File: config.mk
export PLATFORM = sky130hd
export DESIGN_NAME = fpu_arbiter_flat
export DESIGN_NICKNAME = d
export VERILOG_FILES = /design/src/rtl/fpu_arbiter_if.sv /design/src/rtl/fpu_arbiter.sv /design/src/flat_wrapper.sv
export SDC_FILE = /design/constraint.sdc
export NUM_CORES = 1
export LEC_CHECK = 0
export ABC_AREA = 0
export CAP_MARGIN = 15
export CORE_AREA = 2 2 158 160
export CTS_CLUSTER_DIAMETER = 80
export DETAILED_ROUTE_END_ITERATION = 10
export DIE_AREA = 0 0 160 162
export HOLD_SLACK_MARGIN = 0.12
export PLACE_DENSITY = 0.7
export SYNTH_ARGS = -nofsm -noshare
export SYNTH_HDL_FRONTEND = slang
export SYNTH_SLANG_ARGS = --single-unit
export TNS_END_PERCENT = 20
File: constraint.sdc
create_clock -name clk -period 10.3 [get_ports clk]
set_input_delay 1.03 -clock clk [delete_from_list [all_inputs] [get_ports clk]]
set_output_delay 1.03 -clock clk [all_outputs]
set_load 0.1 [all_outputs]
File: src/rtl/fpu_arbiter_if.sv
// fpu_arbiter_if: request, tagged response and fpu drive signals; slave = arbiter view, master = environment view
interface fpu_arbiter_if #(
  parameter int LOG_BIT = 5,
  parameter int N_REQ = 4,
  parameter int N_BIT = 1 << LOG_BIT,
  parameter int ID_BIT = $clog2(N_REQ)
);
  logic [N_REQ-1:0] req_valid;
  logic [N_REQ-1:0] req_ready;
  logic [N_REQ*N_BIT-1:0] req_a;
  logic [N_REQ*N_BIT-1:0] req_b;
  logic [N_REQ*2-1:0] req_op;
  logic resp_valid;
  logic resp_ready;
  logic [N_BIT-1:0] resp_data;
  logic [ID_BIT-1:0] resp_id;
  logic resp_err;
  logic [N_BIT-1:0] fpu_a;
  logic [N_BIT-1:0] fpu_b;
  logic [1:0] fpu_op;
  logic fpu_start;
  logic [N_BIT-1:0] fpu_out;
  logic fpu_ready;
  logic busy;
  modport slave (
    input req_valid, req_a, req_b, req_op, resp_ready, fpu_out, fpu_ready,
    output req_ready, resp_valid, resp_data, resp_id, resp_err, fpu_a, fpu_b, fpu_op, fpu_start, busy
  );
  modport master (
    output req_valid, req_a, req_b, req_op, resp_ready, fpu_out, fpu_ready,
    input req_ready, resp_valid, resp_data, resp_id, resp_err, fpu_a, fpu_b, fpu_op, fpu_start, busy
  );
endinterface

File: src/rtl/fpu_arbiter.sv
// fpu_arbiter: round-robin share of one fpu among N_REQ requesters; ports clk, rst, io (slave: requests in, tagged response out, fpu operands/start out, fpu result/ready in, busy out)
module fpu_arbiter #(
  parameter int LOG_BIT = 5,
  parameter int EXP_BIT = 8,
  parameter int N_BIT = 1 << LOG_BIT,
  parameter int N_REQ = 4,
  parameter int ID_BIT = $clog2(N_REQ),
  parameter int TIMEOUT = 64
) (
  input logic clk,
  input logic rst,
  fpu_arbiter_if.slave io
);
  localparam int CW = $clog2(TIMEOUT + 1);
  typedef enum logic [1:0] {IDLE, EXEC, MWAIT, RESP} state_t;
  state_t state_q, state_d;
  logic [ID_BIT-1:0] rr_q, rr_d, id_q, id_d, win;
  logic [CW-1:0] cnt_q, cnt_d;
  logic [N_BIT-1:0] a_q, a_d, b_q, b_d, data_q, data_d;
  logic [1:0] op_q, op_d;
  logic err_q, err_d, found;
  if (EXP_BIT > 0) begin : g_exp
  end
  always_comb begin
    found = |io.req_valid;
    win = '0;
    for (int k = N_REQ - 1; k >= 0; k--) if (io.req_valid[k]) win = ID_BIT'(k);
    for (int k = N_REQ - 1; k >= 0; k--) if (io.req_valid[k] && ID_BIT'(k) >= rr_q) win = ID_BIT'(k);
  end
  always_comb begin
    state_d = state_q;
    rr_d = rr_q;
    id_d = id_q;
    cnt_d = cnt_q;
    a_d = a_q;
    b_d = b_q;
    op_d = op_q;
    data_d = data_q;
    err_d = err_q;
    case (state_q)
      IDLE: if (found) begin
        a_d = io.req_a[win*N_BIT +: N_BIT];
        b_d = io.req_b[win*N_BIT +: N_BIT];
        op_d = io.req_op[win*2 +: 2];
        id_d = win;
        state_d = EXEC;
      end
      EXEC: begin
        cnt_d = '0;
        state_d = op_q[1] ? MWAIT : RESP;
        data_d = op_q[1] ? data_q : io.fpu_out;
        err_d = op_q[1] ? err_q : 1'b0;
      end
      MWAIT: begin
        cnt_d = cnt_q + 1'b1;
        if (cnt_q != '0 && io.fpu_ready) begin
          data_d = io.fpu_out;
          err_d = 1'b0;
          state_d = RESP;
        end else if (cnt_d == CW'(TIMEOUT)) begin
          data_d = '0;
          err_d = 1'b1;
          state_d = RESP;
        end
      end
      RESP: if (io.resp_ready) begin
        rr_d = id_q == ID_BIT'(N_REQ - 1) ? '0 : id_q + 1'b1;
        state_d = IDLE;
      end
      default: state_d = IDLE;
    endcase
  end
  always_ff @(posedge clk or posedge rst) begin
    if (rst) begin
      state_q <= IDLE;
      rr_q <= '0;
      id_q <= '0;
      cnt_q <= '0;
      a_q <= '0;
      b_q <= '0;
      op_q <= '0;
      data_q <= '0;
      err_q <= 1'b0;
    end else begin
      state_q <= state_d;
      rr_q <= rr_d;
      id_q <= id_d;
      cnt_q <= cnt_d;
      a_q <= a_d;
      b_q <= b_d;
      op_q <= op_d;
      data_q <= data_d;
      err_q <= err_d;
    end
  end
  assign io.req_ready = (state_q == IDLE && found && !rst) ? {{(N_REQ-1){1'b0}}, 1'b1} << win : '0;
  assign io.resp_valid = state_q == RESP;
  assign io.resp_data = data_q;
  assign io.resp_id = id_q;
  assign io.resp_err = err_q;
  assign io.fpu_a = a_q;
  assign io.fpu_b = b_q;
  assign io.fpu_op = op_q;
  assign io.fpu_start = state_q == EXEC && op_q[1];
  assign io.busy = state_q != IDLE;
endmodule
File: src/flat_wrapper.sv
// flat-port wrapper written by rule: the top's interface ports become plain ports
module fpu_arbiter_flat 
#(
  parameter int LOG_BIT = 5,
  parameter int EXP_BIT = 8,
  parameter int N_BIT = 1 << LOG_BIT,
  parameter int N_REQ = 4,
  parameter int ID_BIT = $clog2(N_REQ),
  parameter int TIMEOUT = 64
)
  (clk, rst, io_req_valid, io_req_a, io_req_b, io_req_op, io_resp_ready, io_fpu_out, io_fpu_ready, io_req_ready, io_resp_valid, io_resp_data, io_resp_id, io_resp_err, io_fpu_a, io_fpu_b, io_fpu_op, io_fpu_start, io_busy);
  fpu_arbiter_if #(.LOG_BIT(LOG_BIT), .N_REQ(N_REQ), .N_BIT(N_BIT), .ID_BIT(ID_BIT)) io_i ();
  input logic clk;
  input logic rst;
  input wire logic [$bits(io_i.req_valid)-1:0] io_req_valid;
  input wire logic [$bits(io_i.req_a)-1:0] io_req_a;
  input wire logic [$bits(io_i.req_b)-1:0] io_req_b;
  input wire logic [$bits(io_i.req_op)-1:0] io_req_op;
  input wire logic [$bits(io_i.resp_ready)-1:0] io_resp_ready;
  input wire logic [$bits(io_i.fpu_out)-1:0] io_fpu_out;
  input wire logic [$bits(io_i.fpu_ready)-1:0] io_fpu_ready;
  output wire logic [$bits(io_i.req_ready)-1:0] io_req_ready;
  output wire logic [$bits(io_i.resp_valid)-1:0] io_resp_valid;
  output wire logic [$bits(io_i.resp_data)-1:0] io_resp_data;
  output wire logic [$bits(io_i.resp_id)-1:0] io_resp_id;
  output wire logic [$bits(io_i.resp_err)-1:0] io_resp_err;
  output wire logic [$bits(io_i.fpu_a)-1:0] io_fpu_a;
  output wire logic [$bits(io_i.fpu_b)-1:0] io_fpu_b;
  output wire logic [$bits(io_i.fpu_op)-1:0] io_fpu_op;
  output wire logic [$bits(io_i.fpu_start)-1:0] io_fpu_start;
  output wire logic [$bits(io_i.busy)-1:0] io_busy;
  assign io_i.req_valid = io_req_valid;
  assign io_i.req_a = io_req_a;
  assign io_i.req_b = io_req_b;
  assign io_i.req_op = io_req_op;
  assign io_i.resp_ready = io_resp_ready;
  assign io_i.fpu_out = io_fpu_out;
  assign io_i.fpu_ready = io_fpu_ready;
  assign io_req_ready = io_i.req_ready;
  assign io_resp_valid = io_i.resp_valid;
  assign io_resp_data = io_i.resp_data;
  assign io_resp_id = io_i.resp_id;
  assign io_resp_err = io_i.resp_err;
  assign io_fpu_a = io_i.fpu_a;
  assign io_fpu_b = io_i.fpu_b;
  assign io_fpu_op = io_i.fpu_op;
  assign io_fpu_start = io_i.fpu_start;
  assign io_busy = io_i.busy;
  fpu_arbiter #(.LOG_BIT(LOG_BIT), .EXP_BIT(EXP_BIT), .N_BIT(N_BIT), .N_REQ(N_REQ), .ID_BIT(ID_BIT), .TIMEOUT(TIMEOUT)) u_core (.clk(clk), .rst(rst), .io(io_i));
endmodule
-- Word level (Yosys, flattened, before mapping)
Cells that the tools add are included.
W data, S select, Z words.
- register bits after elaboration: 112
- latch bits: 0
- bits in writable memories: 0
- bits in read-only memories: 0
- bits of input ports: 304
- output and inout port bits: 108
- word-level logic and storage cells: 71
- memories kept: 0
- add/sub/neg operators: 2
- multiply operators: 0
- divide/modulo/power cells: 0
- order comparisons: 4
- equal/unequal tests: 9
- shifts and indexed selects: 4
- mux-type cells: 25
- bitwise operators: 0
- reductions and logical operators: 18
- operators by type and width (operator ; number):
    $shiftx A128 B8 Y32 ; 2
    $mux W32 ; 3
    $pmux W32 S2 ; 1
    $mux W2 ; 13
    $pmux W7 S2 ; 1
    $logic_and A1 B1 Y1 ; 8
    $pmux W2 S4 ; 1
    $shiftx A8 B4 Y2 ; 1
    $add A7 B1 Y7 const B ; 1
    $eq A7 B7 Y1 const B ; 1
    $reduce_bool A7 Y1 ; 1
    $eq A2 B2 Y1 const B ; 3
    $reduce_and A3 Y1 ; 2
    $ge A1 B2 Y1 const A ; 2
    $ge A2 B2 Y1 const A ; 2
    $mux W1 ; 4
    $mux W4 ; 1
    $ne A2 B2 Y1 const B ; 2
    $reduce_and A2 Y1 ; 2
    $reduce_bool A2 Y1 ; 2
    $reduce_or A4 Y1 ; 1
    $shl A1 B2 Y4 const A ; 1
    $ne A3 B1 Y1 const B ; 1
    $add A2 B1 Y2 const B ; 1
    other kinds (5) ; 5

-- Longest topological paths before layout
Gate-level depths: netlist of run 1.
- word-level depth: 10
- gate-level depth with buffers: 8
- gate-level depth less buffers: 6

-- Least setup slack after synthesis of run 1
Ideal clock, no wire load.
- path kind: input -> output
- start point: in rst
- end point: out io_req_ready[1]
- data arrival time: 4.446 ns
- data required time: 9.270 ns
- setup slack: 4.824 ns
- stages: 2
- buffers on the path: 0
- cell sequence: inv_1 > and3_1
- cells in the longest elaborated chain, start to end: 3
- RTL lines (element ; line ; RTL):
    start, declared ; flat_wrapper.sv:14 ; input logic rst;
    $logic_not A1 Y1 (no source line) ; - ;
    $logic_and A1 B1 Y1 ; fpu_arbiter.sv:96 ; assign io.req_ready = (state_q == IDLE && found && !rst) ? {{(N_REQ-1){1'b0}}, 1'b1} << win : '0;
    $mux W4 ; fpu_arbiter.sv:96 ;
    end, declared ; flat_wrapper.sv:22 ; output wire logic [$bits(io_i.req_ready)-1:0] io_req_ready;
No other way between the ends.

-- Worst setup path in the final report of run 1
- start point: in io_req_valid[3]
- end point: out io_req_ready[3]
- cells in the longest elaborated chain, start to end: 10
- elaborated cells on any way between the ends: 14
- classes of those cells: shift: 1; mux: 9; reduce/logical: 4
- RTL lines (element ; line ; RTL):
    start, declared ; flat_wrapper.sv:15 ; input wire logic [$bits(io_i.req_valid)-1:0] io_req_valid;
    $mux W2 (4 in series) ; fpu_arbiter.sv:27 ; for (int k = N_REQ - 1; k >= 0; k--) if (io.req_valid[k]) win = ID_BIT'(k);
    $mux W2 (4 in series) ; fpu_arbiter.sv:28 ; for (int k = N_REQ - 1; k >= 0; k--) if (io.req_valid[k] && ID_BIT'(k) >= rr_q) win = ID_BIT'(k);
    $shl A1 B2 Y4 ; fpu_arbiter.sv:96 ;
    $mux W4 * ; fpu_arbiter.sv:96 ;
Mark *: on every way between the ends. The rest lies on a longest branch, timed or not.

==> results of run 1 <==
-- metrics by stage --
stage                     utilization, %  std cells
after floorplan                        -        664
after global placement             43.88       1335
after detailed placement           43.88       1335
after CTS                          45.07       1350
after global routing               45.07       1350
final                              45.07       1350
-- power by group through the flow --
stage          Sequential [W]  Combinational [W]  Clock (W)
2_1_floorplan         0.00220           0.000889          0
3_3_place_gp         0.000798            0.00304          0
3_5_place_dp         0.000802            0.00307          0
4_1_cts              0.000798            0.00307   0.000368
5_1_grt              0.000824            0.00320   0.000388
6_report             0.000800            0.00307   0.000356
-- kinds of logic (layout without fill, tap and decap cells) --
kind of cell	count (synthesis)	after routing	synth area share, %
mux	3	3	0.4927
simple gates	183	183	13.78
compound gates	272	272	32.91
flops	112	112	44.15
fa+ha+maj	8	8	1.577
buf+inv	86	448	7.095
-- state kept, by name, summed over array words and instances, names as in the netlist --
register	count
u_core.io.fpu_op	2
u_core.io.fpu_b	32
u_core.io.resp_err	1
u_core.state_q	2
u_core.io.resp_data	32
u_core.cnt_q	7
u_core.rr_q	2
u_core.io.fpu_a	32
u_core.io.resp_id	2
-- area by class of cell --
type / instances / area (um^2) / share of cell area [%]
Timing Repair Buffer: 422 / 4197 / 38.63
Multi-Input combinational cell: 466 / 3128 / 28.79
Sequential cell: 112 / 2803 / 25.80
Tap cell: 324 / 405.4 / 3.731
Clock buffer: 9 / 225.2 / 2.073
Clock inverter: 6 / 62.56 / 0.5758
Inverter: 11 / 43.79 / 0.4031
-- metal layers --
layer | vias up | global-route usage (%) | part of all wire [%]
li1 | 3325 | - | -
met1 | 3509 | 25.99 | 41
met2 | 303 | 33.90 | 48
met3 | 47 | 4.775 | 7.4
met4 | 0 | 7.002 | 2.8
met5 | - | 0 | 0
-- worst max-delay path: cells and delay by family --
kind,cells,cell delay [ns]
buf+inv,2,2.00
simple gates,3,0.62
-- cells in the mapped netlist (all sizes together), types with 8 or more instances --
| cell type | n | area share, % |
|---|---|---|
| a32oi | 67 | 9.2 |
| ha | 8 | 1.6 |
| a41oi | 66 | 9.1 |
| nand2 | 14 | 0.83 |
| clkbuf | 29 | 1.7 |
| buf | 46 | 4.7 |
| a22o | 34 | 4.7 |
| nor2 | 77 | 4.6 |
| nand3 | 71 | 5.6 |
| inv | 11 | 0.65 |
| o21ai | 77 | 6.1 |
| dfrtp | 112 | 44 |
-- worst paths after layout --
kind	end	slack, ns
worst max-delay path	io_req_ready[3]	5.62
worst min-delay path	u_core.io.resp_data[12]	0.51
worst max register to register	u_core.io.fpu_b[6]	7.52
worst min register to register	u_core.io.resp_data[12]	0.51
max in group asynchronous	u_core.io.fpu_a[22]	7.84
min in group asynchronous	u_core.io.resp_err	1.21
==> metrics, run 1 <==
status=completed; mean post-synth cell area=9.561 um^2; VDD IR-drop max=0.0001906 V; Worst Path Required=9.27 ns; final setup violation count=0; placed inst area=10580 um^2; Syn Nets=976; cts hold-fix bufs=0; hold slack=0.5062 ns; antenna viol nets, final=0; post-route cell area=10860 um^2; EDFF count, synth=0; TritonRoute pass-1 iters=5; H-tree Lvls=3; Post-Synthesis Cells=664; post-layout power=0.004223 W; skew final=0.01639 ns; Die Height=162 um; Critical path origin=io_req_valid[3]; PD cells=388.7 nW/um^2; die area=25920 um^2; #FFs+latches synth=112; R2R Path Start=u_core.state_q[1]; Critical Path Max Stage Delay=1.20 ns; global-route wire length before repair=41.59 mm; Total Routing Usage GR=20.34%; CP Launch Type=input port; CORE AREA=24110 um^2; clk buf depth=2; final period utilization=45.47%; Hold Crit Depth=1; commonest non-fill, non-tap cell in the layout=clkdlybuf4s50_1; FF-to-FF path depth=7; Num CTS Buffers=9; layout cells sized above 1=4.191%; Crit. End Element=primary output; sequential fraction of the synthesis area=44.15%; clk sink count=112; largest net degree at the start of global routing=84; mapped cell area=6349 um^2; register clock-pin slew on the reported worst setup and hold paths=0.09 ns; crit-path cells=clkdlybuf4s50_1 > nor4_4 > nand2b_1 > nor3_1 > clkdlybuf4s50_1; clk_lat worst skew=0.36 ns; FP Rows=57; drt drc=0; HP Start=u_core.io.resp_data[12]; final hold vios=0; Via density=5.321; Worst path slowest cell=clkdlybuf4s50_1; Crit Path Category=in2out; number of global-route vias before repair=7135; Layout fillers=2350; RSZ-0062 raised after global routing=false; Starting Density=26.34%; slew margin rel.=27.87%; Worst-Margin Slew=1.079 ns; Max Cap Violations=0; Pins Over Slew Limit=0; most frequent cells in the layout=clkdlybuf4s50_1, dfrtp_1, nor2_1; number of DRC markers in iteration 0=654; synth unique cells=50; clock share of power=8.4%; CP most frequent cell=clkdlybuf4s50_1; Tmin final=4.683 ns; YS warnings=0; worst slack at placement=5.537 ns; DIE WIDTH=160 um; Int Pwr=0.001618 W; Area Growth Syn to Fin=71.13%; Overflow after GRT=0; Lkg Pwr=3.946 nW; HPWL after detailed placement=19.27 mm; crit-path max FO=9; setup_tns=0 ns; post-route setup slack=5.617 ns; crit path DAT=3.65 ns; CTS tree=done; ys async rst share=100.0%; Net Switching=0.002606 W; initial antenna violation count=0; final wirelength=27.57 mm; clock root buffer=clkbuf_16; worst min-delay path category=reg2reg; Post-CTS Resized=0; WL/cell=20.42 um; power share of the sequential group=18.9%; commonest register cell after synthesis=dfrtp_1; gpl congestion=0.8468; Max Fclk=213.5 MHz; DR vias=7184; Post-CTS Setup Repair Bufs=0; Comb pwr share=72.6%; n_diodes=0; Layout Nets=1334; buffers added on ports=411; sw frac=61.70%; I/O pins=412
Note: power is estimated with default switching activity, not from simulation.
==> inputs of run 2 (changes only) <==
--- a/config.mk
+++ b/config.mk
@@ -7,12 +7,12 @@
 export LEC_CHECK = 0
 export ABC_AREA = 0
 export CAP_MARGIN = 15
-export CORE_AREA = 2 2 158 160
+export CORE_AREA = 2 2 160 162
 export CTS_CLUSTER_DIAMETER = 80
 export DETAILED_ROUTE_END_ITERATION = 10
-export DIE_AREA = 0 0 160 162
+export DIE_AREA = 0 0 162 164
 export HOLD_SLACK_MARGIN = 0.12
-export PLACE_DENSITY = 0.7
+export PLACE_DENSITY = 0.71
 export SYNTH_ARGS = -nofsm -noshare
 export SYNTH_HDL_FRONTEND = slang
 export SYNTH_SLANG_ARGS = --single-unit
==> constraint.sdc (replaced) <==
create_clock -name clk -period 3.8 [get_ports clk]
set_input_delay 0.38 -clock clk [delete_from_list [all_inputs] [get_ports clk]]
set_output_delay 0.38 -clock clk [all_outputs]
set_load 0.1 [all_outputs]
==> run 2 against run 1 <==
Net effect: worst setup slack worse by 4.7 ns; final area is 1.2% higher; critical endpoint is now io_req_ready[0]; sequential share of layout area is 0.31 points lower; clock power grew to 2.9 times the previous value; non-clock buffer count is 7 higher; flip-flop and latch count stayed put; combinational power grew to 2.7 times the previous value; critical path depth is 2 higher.
==> metrics, run 2 (same netlist as run 1, synthesis figures left out) <==
status=completed (unchanged); clk_lat worst skew=0.36 ns (about the same); CP top delay family=buffers and inverters (unchanged); largest net degree at the start of global routing=113 (was 84); CTS tree=done (unchanged); post-layout power=0.01149 W (was 0.004223 W); number of global-route vias before repair=7304 (was 7135); Tmin final=2.843 ns; CP Launch Type=input port (unchanged); Num CTS Buffers=9 (unchanged); final wirelength=28.30 mm (was 27.57 mm); layout cells sized above 1=5.319% (was 4.191%); RSZ-0062 raised after global routing=false (unchanged); buffers added on ports=411 (unchanged); Overflow after GRT=0 (unchanged); crit-path max FO=25 (was 9); VDD IR-drop max=0.0005812 V (was 0.0001906 V); Crit. End Element=primary output (unchanged); register clock-pin slew on the reported worst setup and hold paths=0.08 ns (was 0.09 ns); post-route setup slack=0.9567 ns (was 5.617 ns); slew margin rel.=28.23% (was 27.87%); die area=26570 um^2 (was 25920 um^2); Pins Over Slew Limit=0 (unchanged); DR vias=7223 (was 7184); FP Rows=58 (was 57); Total Routing Usage GR=20.41% (was 20.34%); clk sink count=112 (unchanged); Max Cap Violations=0 (unchanged); Max Fclk=351.7 MHz; clk buf depth=2 (unchanged); gpl congestion=0.8613 (was 0.8468); Starting Density=25.58% (was 26.34%); Critical Path Max Stage Delay=0.63 ns (was 1.20 ns); worst slack at placement=0.9645 ns (was 5.537 ns); final setup violation count=0 (unchanged); initial antenna violation count=1 (was 0); Post-CTS Setup Repair Bufs=0 (unchanged); crit path DAT=2.46 ns (was 3.65 ns); WL/cell=20.74 um (was 20.42 um); Via density=5.292 (was 5.321); Post-CTS Resized=0 (unchanged); Die Height=164 um (was 162 um); drt drc=0 (unchanged); setup_tns=0 ns (unchanged); Worst-Margin Slew=1.073 ns (was 1.079 ns); final period utilization=74.82%; DIE WIDTH=162 um (was 160 um); global-route wire length before repair=42.26 mm (was 41.59 mm); Worst path slowest cell=clkdlybuf4s50_1 (unchanged); cts hold-fix bufs=0 (unchanged); Worst Path Required=3.42 ns (was 9.27 ns); most frequent cells in the layout=clkdlybuf4s50_1, dfrtp_1, nor2_1 (unchanged); Crit Path Category=in2out (unchanged); CORE AREA=24820 um^2 (was 24110 um^2); H-tree Lvls=3 (unchanged); commonest non-fill, non-tap cell in the layout=clkdlybuf4s50_1 (unchanged); skew final=0.01730 ns (was 0.01639 ns); Area Growth Syn to Fin=73.24% (was 71.13%); hold slack=0.4991 ns (was 0.5062 ns); worst min-delay path category=reg2reg (unchanged); final hold vios=0 (unchanged); clock root buffer=clkbuf_16 (unchanged); I/O pins=412 (unchanged); Layout Nets=1341 (was 1334); HPWL after detailed placement=20.42 mm (was 19.27 mm); crit-path cells=clkdlybuf4s50_1 > nor2b_1 > nor3_4 > buf_4 > nor2_1 > nor3_1 > buf_12 (was clkdlybuf4s50_1 > nor4_4 > nand2b_1 > nor3_1 > clkdlybuf4s50_1); Lkg Pwr=4.010 nW (was 3.946 nW); final core occ=44.31% (was 45.07%); WP buf/inv=3 (was 2); PD cells=1045 nW/um^2 (was 388.7 nW/um^2); antenna viol nets, final=0 (unchanged); number of DRC markers in iteration 0=646 (was 654); TritonRoute pass-1 iters=5 (unchanged)
[run 2: changes by cell type in the layout (fill, tap and decap cells not counted)]
cell             delta
buf_4               +6
buf_12              +5
inv_6               -2
inv_4               -1
inv_8               +2
clkinv_8            +1
clkdlybuf4s50_1     -4
clkinv_2            +1
clkinv_4            -1
clkinvlp_4          +1
diode_2             +1
[run 2: metrics by stage]
| step | std cells | cell area (um^2) |
|---|---|---|
| final | 1365 | 11000 |
| after global placement | 1348 | 10690 |
| after detailed placement | 1348 | 10690 |
| after CTS | 1364 | 11000 |
| after global routing | 1365 | 11000 |
| after floorplan | 664 | 6352 |
[run 2: worst paths after layout]
kind	from	to	slack, ns	depth (start not counted)
worst max-delay path	io_req_valid[2]	io_req_ready[0]	0.96	7
worst min-delay path	u_core.io.resp_data[21]	u_core.io.resp_data[21]	0.50	1
worst max register to register	u_core.state_q[1]	u_core.io.resp_data[22]	1.41	6
worst min register to register	u_core.io.resp_data[21]	u_core.io.resp_data[21]	0.50	1
max in group asynchronous	rst	u_core.io.fpu_a[22]	2.57	3
min in group asynchronous	rst	u_core.io.fpu_a[31]	0.71	3
[run 2: routing by layer]
| layer | vias up | track usage (%) | routed length, um |
|---|---|---|---|
| met5 | - | 0 | 0 |
| met2 | 373 | 34.47 | 13710 |
| met1 | 3468 | 25.63 | 11460 |
| li1 | 3334 | - | - |
| met3 | 48 | 4.621 | 2330 |
| met4 | 0 | 7.281 | 803 |
[run 2: where the power goes]
part / switching [W] / leakage, nW / internal, W
logic: 0.00614 / 2.54 / 0.00217
clock network: 0.000541 / 0.151 / 0.000475
registers: 0.000381 / 1.31 / 0.00179
total: 0.00706 / 4.01 / 0.00443
[run 2: layout make-up]
class                      count  area, um^2
antenna                        1       2.502
clock buffer                   9       225.2
clock inverter                 7       80.08
fill                        2458       13820
inverter                      11       45.04
multi-input combinational    466        3128
sequential                   112        2803
tap                          330       412.9
timing repair buffer         429        4302
